### src/rtl/latch_wr_sched.sv
// ---------------------------------------------------------------------------
// latch_wr_sched
//
// Round-robin write scheduler that lets N_REQ requesters share a single
// transparent D latch bank. A winner is picked in IDLE, its data slice is
// registered onto d_o, and the latch gate le_o is then run through a fixed
// setup / open / hold sequence so the latch input never moves while the
// gate is open. Completion is reported back with a one-cycle done pulse.
//
// Ports:
//   clk_i    : single clock, rising edge
//   rst_i    : synchronous active-high reset
//   req_i    : per-requester write request (level)
//   data_i   : write data, requester k at [k*WIDTH +: WIDTH]
//   gnt_o    : one-hot grant, held from SETUP through DONE
//   done_o   : one-hot, one-cycle completion pulse in DONE
//   le_o     : latch gate to the bank
//   d_o      : registered latch data to the bank
//   busy_o   : high whenever the scheduler is not idle
//   owner_o  : index of the current or most recent winner
// ---------------------------------------------------------------------------
module latch_wr_sched #(
   parameter int N_REQ       = 4,
   parameter int WIDTH       = 8,
   parameter int OPEN_CYCLES = 2,
   localparam int OW         = (N_REQ > 2) ? $clog2(N_REQ) : 1
) (
   input  logic                   clk_i,
   input  logic                   rst_i,
   input  logic [N_REQ-1:0]       req_i,
   input  logic [N_REQ*WIDTH-1:0] data_i,
   output logic [N_REQ-1:0]       gnt_o,
   output logic [N_REQ-1:0]       done_o,
   output logic                   le_o,
   output logic [WIDTH-1:0]       d_o,
   output logic                   busy_o,
   output logic [OW-1:0]          owner_o
);

   localparam int CW = $clog2(OPEN_CYCLES + 1);

   typedef enum logic [2:0] {
      ST_IDLE,
      ST_SETUP,
      ST_OPEN,
      ST_HOLD,
      ST_DONE
   } state_t;

   state_t            state, state_nxt;
   logic [CW-1:0]     cnt, cnt_nxt;
   logic [OW-1:0]     last_winner, last_nxt;
   logic [N_REQ-1:0]  gnt_nxt, done_nxt;
   logic              le_nxt, busy_nxt;
   logic [WIDTH-1:0]  d_nxt;
   logic [OW-1:0]     owner_nxt;
   logic              found;
   logic [OW-1:0]     win, cand;

   // All outputs are registered: the combinational block below computes the
   // next value of every output together with the next state, and this
   // block simply captures them. Reset closes the latch immediately, which
   // also aborts any write in flight without a done pulse.
   always_ff @(posedge clk_i) begin
      if (rst_i) begin
         state       <= ST_IDLE;
         cnt         <= '0;
         last_winner <= OW'(N_REQ - 1);
         gnt_o       <= '0;
         done_o      <= '0;
         le_o        <= 1'b0;
         d_o         <= '0;
         busy_o      <= 1'b0;
         owner_o     <= '0;
      end else begin
         state       <= state_nxt;
         cnt         <= cnt_nxt;
         last_winner <= last_nxt;
         gnt_o       <= gnt_nxt;
         done_o      <= done_nxt;
         le_o        <= le_nxt;
         d_o         <= d_nxt;
         busy_o      <= busy_nxt;
         owner_o     <= owner_nxt;
      end
   end

   // Round-robin search: walk the requesters starting just after the last
   // winner and wrapping around, keeping the first one found. Doing this
   // every cycle is harmless since the result is only used in IDLE.
   always_comb begin
      found = 1'b0;
      win   = '0;
      cand  = '0;
      for (int i = 1; i <= N_REQ; i++) begin
         cand = OW'((int'(last_winner) + i) % N_REQ);
         if (!found && req_i[cand]) begin
            found = 1'b1;
            win   = cand;
         end
      end
   end

   // Next-state and next-output logic. Data is only sampled on the
   // IDLE->SETUP transition, so d_o is frozen for the whole gate sequence.
   // The gate is raised when leaving SETUP and dropped when the open
   // down-counter reaches its last cycle, giving exactly OPEN_CYCLES high.
   always_comb begin
      state_nxt = state;
      cnt_nxt   = cnt;
      last_nxt  = last_winner;
      gnt_nxt   = gnt_o;
      done_nxt  = '0;
      le_nxt    = 1'b0;
      d_nxt     = d_o;
      owner_nxt = owner_o;

      case (state)
         ST_IDLE: begin
            if (found) begin
               state_nxt = ST_SETUP;
               gnt_nxt   = N_REQ'(1) << win;
               owner_nxt = win;
               d_nxt     = data_i[int'(win)*WIDTH +: WIDTH];
            end
         end
         ST_SETUP: begin
            state_nxt = ST_OPEN;
            le_nxt    = 1'b1;
            cnt_nxt   = CW'(OPEN_CYCLES);
         end
         ST_OPEN: begin
            if (cnt == CW'(1)) begin
               state_nxt = ST_HOLD;
               cnt_nxt   = '0;
            end else begin
               le_nxt  = 1'b1;
               cnt_nxt = cnt - CW'(1);
            end
         end
         ST_HOLD: begin
            state_nxt = ST_DONE;
            done_nxt  = gnt_o;
         end
         ST_DONE: begin
            state_nxt = ST_IDLE;
            gnt_nxt   = '0;
            last_nxt  = owner_o;
         end
         default: begin
            state_nxt = ST_IDLE;
            gnt_nxt   = '0;
         end
      endcase

      busy_nxt = (state_nxt != ST_IDLE);
   end

endmodule

### config.mk
export PLATFORM = sky130hd
export DESIGN_NAME = latch_wr_sched
export DESIGN_NICKNAME = d
export VERILOG_FILES = /design/src/rtl/latch_wr_sched.sv
export SDC_FILE = /design/constraint.sdc
export NUM_CORES = 1
export LEC_CHECK = 0
export BUFFER_PORTS_ARGS = -buffer_cell sky130_fd_sc_hd__buf_2
export CAP_MARGIN = 20
export CORE_ASPECT_RATIO = 0.9
export CORE_MARGIN = 2
export CORE_UTILIZATION = 50
export CTS_BUF_LIST = sky130_fd_sc_hd__clkbuf_4 sky130_fd_sc_hd__clkbuf_8
export CTS_CLUSTER_DIAMETER = 50
export DETAILED_ROUTE_END_ITERATION = 8
export PLACE_DENSITY_LB_ADDON = 0.2
export RECOVER_POWER = 50
export SYNTH_ARGS = -nofsm -noshare
export SYNTH_HDL_FRONTEND = slang
export SYNTH_SLANG_ARGS = --single-unit
### constraint.sdc
create_clock -name clk_i -period 2.2 [get_ports clk_i]
set_input_delay 0.33 -clock clk_i [delete_from_list [all_inputs] [get_ports clk_i]]
set_output_delay 0.33 -clock clk_i [all_outputs]
set_load 0.01 [all_outputs]
# Word-level counts from Yosys, hierarchy flattened
# Index checks and enable logic that the tools add are counted.
totals:
  reg_bits: 27
  input_bits: 38
  out_inout_bits: 20
  wordCells: 66
op_classes:
  addsub: 5
  n_lt_le_gt_ge: 4
  eq_ne: 6
  shift: 2
  mux: 25
  bitwise: 2
  reduce_logical: 13
op_table:
  columns: ["cell", "n"]
  rows:
  - ["variable part select 32 x 6 -> 8 bit", 1]
  - ["less-than comparator 2 x 3 -> 1 bit, second input constant", 4]
  - ["case mux 3 bit (4 select lines)", 1]
  - ["two-way mux 2 bit", 5]
  - ["two-way mux 1 bit", 9]
  - ["binary-select mux 1 bit (select 2 bit)", 4]
  - ["case mux 4 bit (2 select lines)", 1]
  - ["equality test 3 x 2 -> 1 bit, second input constant", 2]
  - ["two-way mux 3 bit", 2]
  - ["adder 2 x 1 -> 2 bit, second input constant", 2]
  - ["adder 2 bit, second input constant", 2]
  - ["two-way mux 4 bit", 1]
  - ["case mux 2 bit (2 select lines)", 1]
  - ["AND reduction 2 bit", 2]
  - ["left shift 1 x 2 -> 4 bit, first input constant", 1]
  - ["equality test 3 x 1 -> 1 bit, second input constant", 1]
  - ["equality test 3 bit, second input constant", 1]
  - ["logical AND 1 bit", 3]
  - ["logical NOT 1 bit", 3]
  - ["logical NOT 3 bit", 1]
  - ["nonzero test 3 bit", 1]
  - ["OR reduction 3 bit", 1]
  - ["equality test 2 x 1 -> 1 bit, second input constant", 1]
  - ["inequality test 2 bit, second input constant", 1]
  - ["other kinds (5)", 6]

# Logic depth before layout (Yosys ltp)
# Gate-level depths: netlist of the first run.
logic_depth:
  word_depth: 16
  mapped_depth: 8
  depth_no_buf: 6

# Worst setup path before layout of the first run
# Ideal clock, no wire load.
synth_path:
  path_type: "in2reg"
  from: "input req_i[1]"
  to: "register d_o[0]"
  setup_time_ns: 0.140
  arrival_time_ns: 1.476
  required_time_ns: 2.060
  setup_slack_ns: 0.585
  path_stages: 6
  cell_sequence: "or4_4 nand2_2 nor2_1 buf_2 o21bai_1 a211oi_2"
synth_via:
  elab_chain_cells: 13
  word_cells_on_any_way: 24
synth_rtl:
  columns: ["item", "line_no", "rtl"]
  rows:
  - ["from (decl)", "30", "input logic [N_REQ-1:0] req_i,"]
  - ["binary-select mux 1 bit (select 2 bit)", "97", "if (!found && req_i[cand]) begin"]
  - ["two-way mux 1 bit (not written as such)", "97", null]
  - ["two-way mux 1 bit", "97", null]
  - ["logical NOT 1 bit", "97", null]
  - ["logical AND 1 bit", "97", null]
  - ["two-way mux 1 bit", "97", null]
  - ["logical NOT 1 bit", "97", null]
  - ["logical AND 1 bit", "97", null]
  - ["two-way mux 1 bit", "97", null]
  - ["logical NOT 1 bit", "97", null]
  - ["logical AND 1 bit", "97", null]
  - ["two-way mux 2 bit or two-way mux 1 bit (tied branches)", "97", null]
  - ["variable part select 32 x 6 -> 8 bit or AND reduction 2 bit (tied branches)", null, null]
  - ["to (signal assigned)", "82", "d_o <= d_nxt;"]
  - ["to (decl)", "35", "output logic [WIDTH-1:0] d_o,"]
# Parallel ways exist; a longest one is shown, timed or not. The select of a mux whose other input is x is not followed.
# A chain may end at the register's enable or synchronous reset.

# Worst setup path in the final report of the first run
layout_path:
  from: "register state[0]"
  to: "register d_o[0]"
layout_via:
  elab_chain_cells: 2
layout_rtl:
  columns: ["item", "line_no", "rtl"]
  rows:
  - ["from (decl)", "50", "state_t state, state_nxt;"]
  - ["from (signal assigned)", "76", "state <= state_nxt;"]
  - ["logical NOT 3 bit", "118", "case (state)"]
  - ["AND reduction 2 bit (no line)", null, null]
# No other way between the ends.

==> metrics, run 1 <==
share of cells above drive strength 1 28.37%; Global Route Usage Sum 22.88%; largest stage delay on the critical path 0.63 ns; sequential fraction of design power 45.5%; startpoint types flop; initial core utilization 52.60%; RD Place Congestion 0.7367; H-tree depth 1; Core Region 2748 µm²; PortBufs 57; Synth Instances 155; multiplexer share of the synthesized area 6.320%; die height 55 µm; cts bufs inserted 3; Resize count post-CTS 0; Internal 885.1 µW; Top cell by count, worst path nor2_1; latest clock arrival within the worst-skew pair 0.33 ns; sw frac 38.33%; clock share of power 15.7%; maximum vdd drop 0.0005115 V; Worst Path Required 2.47 ns; Syn. warnings 0; DRT iter0 DRCs 32; Combinational Power Share 38.7%; Post-Synth Simple-Gate Area 22.08%; crit path max fanout 11; Mapped Area 1445 µm²; final WL 3526 µm; final setup violation count 0; antenna violations before repair 0; Final Hold Vio Count 0; FF+latch count, synth 27; Fillers 250; crit-path cells nor2_1, nand2_2, nor2_1, o21bai_1, a211oi_2; nets 248; hold buffers post-CTS 0; CTS Root Cell clkbuf_4; Slew Limit Fails 0; CP arrival 2.24 ns; buffer depth of the longest clock path 2; Yosys cell types 41; CTS tree done; RSZ-0062 raised after global routing false; first drt pass iteration count 4; clk sinks 27; Slowest-stage cell, CP nor2_1; Achievable Freq 506.2 MHz; post-layout util 63.07%; worst hold path type primary input to flop; Setup CP Type flop to flop; Switch Pwr 550.1 µW; IO Pins 58; sequential area share after synthesis 37.40%; Worst Tran Pin Value 0.7744 ns; dpl hpwl 2612 µm; Relative slew margins 48.18%; Vias per Instance 5.488; wire length per cell 14.22 µm; minimum clock period 1.976 ns; Antenna diodes 0; drt drc 0; Syn Area/Cell 9.323 µm²; setup bufs post-CTS 0; largest net degree at the start of global routing 20; die area 3337 µm²; Mapped Nets 194; CTS clk-pin slew, worst paths 0.15 ns; CP endpoint kind flop; status complete, no violations; row cnt 18; Pleak 0.8195 nW; Setup Skew 0.002113 ns; largest family of logic cells by synthesized area compound AO/OA/AOI/OAI gates; Tcrit/Tclk final 89.80%; area delta synth->final 19.91%; first-pass GRT wire length 5582 µm; fraction of synthesized cell area in xor and xnor cells 0.6061%; Post-Synth Adder-Cell Area 0.8658%; Compound-Gate Fraction of Synth Area 25.63%; vias 1361; Die X-Extent 60.67 µm; Post-Route Setup TNS 0 ns; Routed Antenna Nets 0; number of global-route vias before repair 1284; Power Density 828.2 nW/µm²; max cap viols 0; Congestion Overflow GR 0
critical path, delay by kind of cell (launching register included):
kind            cells  cell delay [ns]
compound gates      2             0.40
simple gates        3             1.08
flops               1             0.41
metal layers:
layer,share of wire [%],GRT usage (%)
met3,5.0,5.581
met2,49,40.50
met1,44,27.13
met5,0,0
met4,1.4,7.971
placed cells by master (no fill, tap or decap), types with 2 or more instances in the layout:
cell	Yosys	routed
nand2_1	4	4
o211a_1	8	8
nand2b_1	5	5
buf_4	0	2
a21oi_1	3	3
clkbuf_4	0	3
buf_2	1	38
dfxtp_1	27	27
a211oi_1	3	3
a22oi_1	4	4
clkbuf_1	5	19
nor2_1	19	19
and2_1	4	4
a211oi_2	7	7
inv_1	9	9
o21bai_1	9	9
mux2i_1	8	8
nor3_1	2	2
and3_1	2	2
nand4_1	8	8
a211o_1	2	2
flip-flops by register name (all words and copies together) (netlist names):
name and count:
le_o 1, state 3, cnt 2, d_o 8, owner_o 2, gnt_o 4
done_o 4, busy_o 1, last_winner 2
worst paths after layout:
kind                       start  slack, ns                   to  cells past startpoint
min                   data_i[30]       0.34  d_o[6]$_SDFFE_PP0P_                      3
max          state[0]$_SDFF_PP0_       0.22  d_o[0]$_SDFFE_PP0P_                      5
max reg2reg  state[0]$_SDFF_PP0_       0.22  d_o[0]$_SDFFE_PP0P_                      5
min reg2reg  cnt[1]$_SDFFE_PP0P_       0.51  cnt[1]$_SDFFE_PP0P_                      2
power groups by stage:
stage	Sequential, mW	Clock, mW	Combinational [mW]
detailed placement	0.660	0	0.573
finish	0.654	0.226	0.556
floorplan	0.669	0	0.390
CTS	0.650	0.224	0.577
global route	0.663	0.240	0.621
global placement	0.654	0	0.549
cells by family (layout without fill, tap and decap cells):
logic type,after synthesis,in the layout
compound gates,42,42
fa+ha+maj,1,1
xor+xnor,1,1
buf+inv,19,72
flops,27,27
mux,9,9
simple gates,56,56
synth_stat cells, drive strengths merged:
cell	n	share of area (%)
clkbuf	5	1.3
mux2i	8	5.5
a21o	1	0.52
ha	1	0.87
or4	1	0.78
nand4	8	3.5
nor3b	1	0.52
nand2	5	1.5
or2	2	0.87
buf	5	3.5
a21bo	1	0.69
a211oi	10	7.6
dfxtp	27	37
nor4b	1	0.61
a22oi	4	2.1
xnor2	1	0.61
nor2	19	4.9
a311o	1	0.69
a211o	2	1.2
o21ai	2	0.95
and2	4	1.7
nand2b	6	2.8
o21bai	9	4.7
mux2	1	0.78
nor3	4	2.5
and3	3	1.6
nor2b	1	0.43
a21oi	3	1.0
inv	9	2.3
nand3	1	0.35
o211a	8	5.5
a311oi	1	0.61
final cells by class:
cell class | instances | area, µm² | share of cell area, %
multi-input cells | 109 | 802.0 | 46.28
flip-flops and latches | 27 | 540.5 | 31.19
repair buffers | 59 | 276.5 | 15.96
well taps | 40 | 50.05 | 2.888
inverters | 9 | 33.78 | 1.949
clock buffers | 3 | 22.52 | 1.300
clock inverters | 1 | 7.507 | 0.4332
through the flow:
stage	total power [mW]	worst slack (ns)	hold slack, ns	instances	instance area [µm²]
finish	1.435	0.2244	0.3400	248	1733
global route	1.524	0.02729	0.3441	248	1733
CTS	1.450	0.2335	0.3427	248	1757
detailed placement	1.233	0.2604	0.4815	244	1727
global placement	1.203	0.3874	0.4723	244	1727
floorplan	1.058	0.5850	0.4550	155	1445
(Power assumes the default switching activity.)
==> inputs of run 2 (changes only) <==
--- a/config.mk
+++ b/config.mk
@@ -7,9 +7,11 @@
 export LEC_CHECK = 0
 export BUFFER_PORTS_ARGS = -buffer_cell sky130_fd_sc_hd__buf_2
 export CAP_MARGIN = 20
+export CELL_PAD_IN_SITES_DETAIL_PLACEMENT = 0
+export CELL_PAD_IN_SITES_GLOBAL_PLACEMENT = 1
 export CORE_ASPECT_RATIO = 0.9
 export CORE_MARGIN = 2
-export CORE_UTILIZATION = 50
+export CORE_UTILIZATION = 36
 export CTS_BUF_LIST = sky130_fd_sc_hd__clkbuf_4 sky130_fd_sc_hd__clkbuf_8
 export CTS_CLUSTER_DIAMETER = 50
 export DETAILED_ROUTE_END_ITERATION = 8
==> constraint.sdc (replaced) <==
create_clock -name clk_i -period 1.9 [get_ports clk_i]
set_input_delay 0.285 -clock clk_i [delete_from_list [all_inputs] [get_ports clk_i]]
set_output_delay 0.285 -clock clk_i [all_outputs]
set_load 0.01 [all_outputs]
==> run 2 against run 1 <==
First-iteration DRC count is 110% higher; critical path type unchanged; setup slack worse by 0.097 ns; largest cell class unchanged; largest power group unchanged; cell count is 4.0% higher.
==> metrics, run 2 (same netlist as run 1, synthesis figures left out) <==
wire length per cell 14.47 µm (+1.8%); status complete, no violations; met3 WL post-DR 232 µm (+31%); Final WS setup 0.1270 ns (-0.09737 ns); share of cells above drive strength 1 29.25% (+0.88 points); Congestion Overflow GR 0 (unchanged); buffer depth of the longest clock path 2 (unchanged); Final Power 1.771 mW (+23%); Regs by FF count d_o (8), done_o (4), gnt_o (4); crit path max fanout 19 (+8); first drt pass iteration count 4 (unchanged); RSZ-0062 raised after global routing false; latest clock arrival within the worst-skew pair 0.28 ns (-0.05 ns); die height 64.11 µm (+17%); worst hold path type primary input to flop; DRT iter0 DRCs 68 (+110%); worst hold slack 0.3563 ns (+0.01636 ns); CTS Root Cell clkbuf_8; Routed Antenna Nets 0 (unchanged); Vias per Instance 5.244 (-4.4%); CP arrival 1.95 ns (-0.29 ns); area delta synth->final 23.72%; register name with the most flops d_o; Global Route Usage Sum 17.42% (-5.5 points); Tcrit/Tclk final 93.32% (+3.5 points); Die X-Extent 70.79 µm (+17%); nets 252 (+1.6%); row cnt 21 (+3); vias 1353 (-0.59%); H-tree depth 1 (unchanged); startpoint types flop; Largest register FFs 8 (unchanged); DR top layer met4; die area 4538 µm² (+36%); antenna violations before repair 0 (unchanged); worst reg2reg setup slack 0.13 ns (-0.10 ns); CTS clk-pin slew, worst paths 0.10 ns (-0.05 ns); Antenna diodes 0 (unchanged); Worst Path Required 2.07 ns (-0.40 ns); clk sinks 27 (unchanged); CP endpoint kind flop; IO Pins 58 (unchanged); Pleak 0.8427 nW (+2.8%); number of global-route vias before repair 1370 (+6.7%); drt drc 0 (unchanged); final WL 3733 µm (+5.9%); Non-Filler Instances 258 (+4.0%); initial core utilization 38.19% (-14 points); Power Density 990.7 nW/µm² (+20%); met2 routed WL 1720 µm (-1.0%); first-pass GRT wire length 6313 µm (+13%); RD Place Congestion 0.7510 (+1.9%); minimum clock period 1.773 ns (-0.2026 ns); cts bufs inserted 3 (unchanged); setup bufs post-CTS 0 (unchanged); Worst Tran Pin Value 0.5308 ns (-0.2436 ns); most frequent cells in the layout 37 x buf_2, 27 x dfxtp_1, 20 x clkbuf_1; PortBufs 57 (unchanged); maximum vdd drop 0.0005632 V (+10%); placed cell count 254 (+4.1%); Core Region 3784 µm² (+38%); Achievable Freq 564.0 MHz (+11%); most common cell after layout, fill and taps aside buf_2; Setup CP Type flop to flop; max cap viols 0 (unchanged); post-place setup slack 0.08693 ns (-0.1734 ns); Setup Skew 0.008034 ns (+0.005921 ns); Relative slew margins 64.37% (+16 points); largest net degree at the start of global routing 20 (unchanged); Post-Route Setup TNS 0 ns (unchanged); dpl hpwl 2849 µm (+9.1%); CTS tree done; Resize count post-CTS 0 (unchanged); Slew Limit Fails 0 (unchanged); met1 wire length 1758 µm (+13%); final setup violation count 0 (unchanged); Final Hold Vio Count 0 (unchanged)
run 2: cell types whose count changed in the layout (fill, tap and decap cells not counted):
cell / before / now
buf_4: 2 / 6
clkbuf_4: 3 / 0
clkbuf_8: 0 / 3
buf_2: 38 / 37
clkbuf_1: 19 / 20
run 2: repair_timing:
item | CTS | global route
endpoints found under the hold margin | 0 | 0
endpoints found under the setup margin | 0 | 1
hold buffers | 0 | 0
run 2: metal layers:
metal | global-route usage [%] | vias up
met1 | 22.62 | 641
met2 | 29.21 | 37
met4 | 3.774 | 0
li1 | - | 673
met3 | 4.416 | 2
met5 | 0 | -
run 2: final timing paths:
path | start | cells after the start | endpoint
max | last_winner[0]$_SDFFE_PP1N_ | 5 | d_o[5]$_SDFFE_PP0P_
min | data_i[30] | 3 | d_o[6]$_SDFFE_PP0P_
max reg2reg | last_winner[0]$_SDFFE_PP1N_ | 5 | d_o[5]$_SDFFE_PP0P_
min reg2reg | cnt[1]$_SDFFE_PP0P_ | 2 | cnt[1]$_SDFFE_PP0P_
run 2: layout make-up:
type / instances / area, µm²
clock buffers: 3 / 41.29
repair buffers: 63 / 305.3
well taps: 46 / 57.56
multi-input cells: 109 / 802.0
inverters: 9 / 33.78
fillers: 399 / 1996
flip-flops and latches: 27 / 540.5
clock inverters: 1 / 7.507
run 2: per-stage QoR:
step	instance area, µm²	utilization [%]
2_1_floorplan	1445	-
3_3_place_gp	1764	46.63
3_5_place_dp	1764	46.63
4_1_cts	1813	47.92
5_1_grt	1788	47.26
6_report	1788	47.26
run 2: power by group:
part	switching [mW]	internal, mW
registers	0.0792	0.675
logic	0.385	0.294
clock network	0.189	0.149
total	0.653	1.12
run 2: worst max-delay path, stage by stage, from the launching register on:
cell      delay [ns]
dfxtp_1         0.38
nand2b_2        0.16
a21bo_1         0.31
and3_4          0.42
mux2i_1         0.30
a211oi_2        0.10
==> inputs of run 3 (changes only) <==
--- a/config.mk
+++ b/config.mk
@@ -10,7 +10,6 @@
 export CELL_PAD_IN_SITES_DETAIL_PLACEMENT = 0
 export CELL_PAD_IN_SITES_GLOBAL_PLACEMENT = 1
 export CORE_ASPECT_RATIO = 0.9
-export CORE_MARGIN = 2
 export CORE_UTILIZATION = 36
 export CTS_BUF_LIST = sky130_fd_sc_hd__clkbuf_4 sky130_fd_sc_hd__clkbuf_8
 export CTS_CLUSTER_DIAMETER = 50
==> run 3 against run 2 <==
Cell count unchanged; total power down 1.9%; critical path type unchanged; routed wire length down 4.3%; largest cell class unchanged.
==> metrics, run 3 (same netlist as run 1, synthesis figures left out) <==
status complete, no violations; Non-Filler Instances 258 (unchanged); Core Region 3784 µm² (unchanged); startpoint types flop; Final WS setup 0.1911 ns (+0.06412 ns); Largest register FFs 8 (unchanged); Setup Skew 0.002078 ns (-0.005956 ns); Slew Limit Fails 0 (unchanged); initial core utilization 38.19% (unchanged); Final Hold Vio Count 0 (unchanged); CTS Root Cell clkbuf_8; largest net degree at the start of global routing 20 (unchanged); H-tree depth 1 (unchanged); CTS clk-pin slew, worst paths 0.09 ns (about the same); cts bufs inserted 3 (unchanged); first drt pass iteration count 4 (unchanged); drt drc 0 (unchanged); wire length per cell 13.85 µm (-4.3%); die height 62.11 µm (-3.1%); IO Pins 58 (unchanged); latest clock arrival within the worst-skew pair 0.27 ns (about the same); clock share of power 18.5% (-0.6 points); grt met2 use 29.90% (+0.70 points); CP arrival 1.87 ns (-0.08 ns); setup bufs post-CTS 0 (unchanged); die area 4272 µm² (-5.9%); maximum vdd drop 0.0006485 V (+15%); post-place setup slack 0.03671 ns (-0.05022 ns); Congestion Overflow GR 0 (unchanged); first-pass GRT wire length 5885 µm (-6.8%); Pleak 0.8451 nW (+0.29%); nets 252 (unchanged); minimum clock period 1.709 ns (-0.06412 ns); DRT iter0 DRCs 48 (-29%); Hold Path Stages 3 (unchanged); PortBufs 57 (unchanged); RSZ-0062 raised after global routing false; Vias per Instance 5.194 (-0.96%); Fillers 392 (-1.8%); M3 GR Usage 4.412% (-0.0046 points); grt met1 use 23.91% (+1.3 points); Worst Tran Pin Value 0.5920 ns (+0.06113 ns); worst hold path type primary input to flop; clk sinks 27 (unchanged); Worst Path Required 2.06 ns (about the same); Post-Route Setup TNS 0 ns (unchanged); RD Place Congestion 0.7573 (+0.84%); final WL 3574 µm (-4.3%); CTS tree done; crit path max fanout 8 (-11); Regs by FF count d_o (8), done_o (4), gnt_o (4); sw frac 36.24% (-0.64 points); hold buffers post-CTS 0 (unchanged); Slowest-stage cell, CP nor3_2; sequential fraction of design power 43.3% (+0.7 points); vias 1340 (-0.96%); cell area after layout 1788 µm² (unchanged); Final Power 1.738 mW (-1.9%); Relative slew margins 60.27% (-4.1 points); Reg2Reg Depth 5 (unchanged); post-layout util 47.26% (unchanged); largest stage delay on the critical path 0.49 ns (+0.07 ns); Routed Antenna Nets 0 (unchanged); Setup CP Type flop to flop; dpl hpwl 2683 µm (-5.8%); Combinational Power Share 38.3% (about the same); Die X-Extent 68.79 µm (-2.8%); buffer depth of the longest clock path 2 (unchanged); worst hold slack 0.3614 ns (+0.005085 ns); most frequent cells in the layout 37 x buf_2, 27 x dfxtp_1, 20 x clkbuf_1; Tcrit/Tclk final 89.94% (-3.4 points); Internal 1.108 mW (-0.87%); Achievable Freq 585.2 MHz (+3.8%); antenna violations before repair 0 (unchanged); number of global-route vias before repair 1291 (-5.8%); area delta synth->final 23.72% (unchanged); register name with the most flops d_o; Switch Pwr 629.9 µW (-3.6%); crit-path cells nor2_1, nand2_2, nor3_2, o211a_1, a211oi_2; max cap viols 0 (unchanged); Power Density 972.2 nW/µm² (-1.9%); final setup violation count 0 (unchanged); Top Usage Layer GRT met2; Global Route Usage Sum 18.23% (+0.80 points); placed cell count 254 (unchanged); DP Area 1764 µm² (unchanged); CP endpoint kind flop; most common cell after layout, fill and taps aside buf_2; share of cells above drive strength 1 29.72% (+0.47 points); row cnt 21 (unchanged); Antenna diodes 0 (unchanged)
## run 3: cell count changes in the layout (fill, tap and decap cells not counted), sizes merged
| cell | change |
|---|---|
| clkinv | +1 |
| clkinvlp | -1 |
## run 3: path summary, 6_finish.rpt
check / end / startpoint / slack (ns)
worst min register to register: done_o[3]$_SDFF_PP0_ / gnt_o[3]$_SDFFE_PP0P_ / 0.49
worst max register to register: d_o[1]$_SDFFE_PP0P_ / state[0]$_SDFF_PP0_ / 0.19
worst min-delay path: d_o[6]$_SDFFE_PP0P_ / data_i[30] / 0.36
worst max-delay path: d_o[1]$_SDFFE_PP0P_ / state[0]$_SDFF_PP0_ / 0.19
## run 3: layout make-up
class	instances	area, µm²	share of cell area [%]
Inverter	9	33.78	1.889
Tap cell	46	57.56	3.219
Sequential cell	27	540.5	30.23
Multi-Input combinational cell	109	804.5	45.00
Clock buffer	3	41.29	2.309
Timing Repair Buffer	63	305.3	17.07
Clock inverter	1	5.005	0.2799
## run 3: power groups by stage
stage / clock [mW] / combinational (mW) / sequential, mW
after CTS: 0.334 / 0.689 / 0.751
final: 0.321 / 0.665 / 0.753
after global routing: 0.356 / 0.741 / 0.766
after floorplan: 0 / 0.451 / 0.774
after detailed placement: 0 / 0.686 / 0.763
after global placement: 0 / 0.668 / 0.758
## run 3: worst max-delay path: cells and delay by family, from the launching register on
| family | cells | cell delay [ns] |
|---|---|---|
| simple gates | 3 | 0.90 |
| flops | 1 | 0.40 |
| compound gates | 2 | 0.30 |
## run 3: per-layer routing
layer,share of wire (%),routed length [µm]
met1,47,1669
met2,48,1717
met3,4.7,167
met5,0,0
met4,0.56,20
## run 3: timing repair
action                                  in CTS  in global routing
endpoints found under the setup margin       0                  9
hold endpoints to repair                     0                  0
gates resized for setup                      0                  1
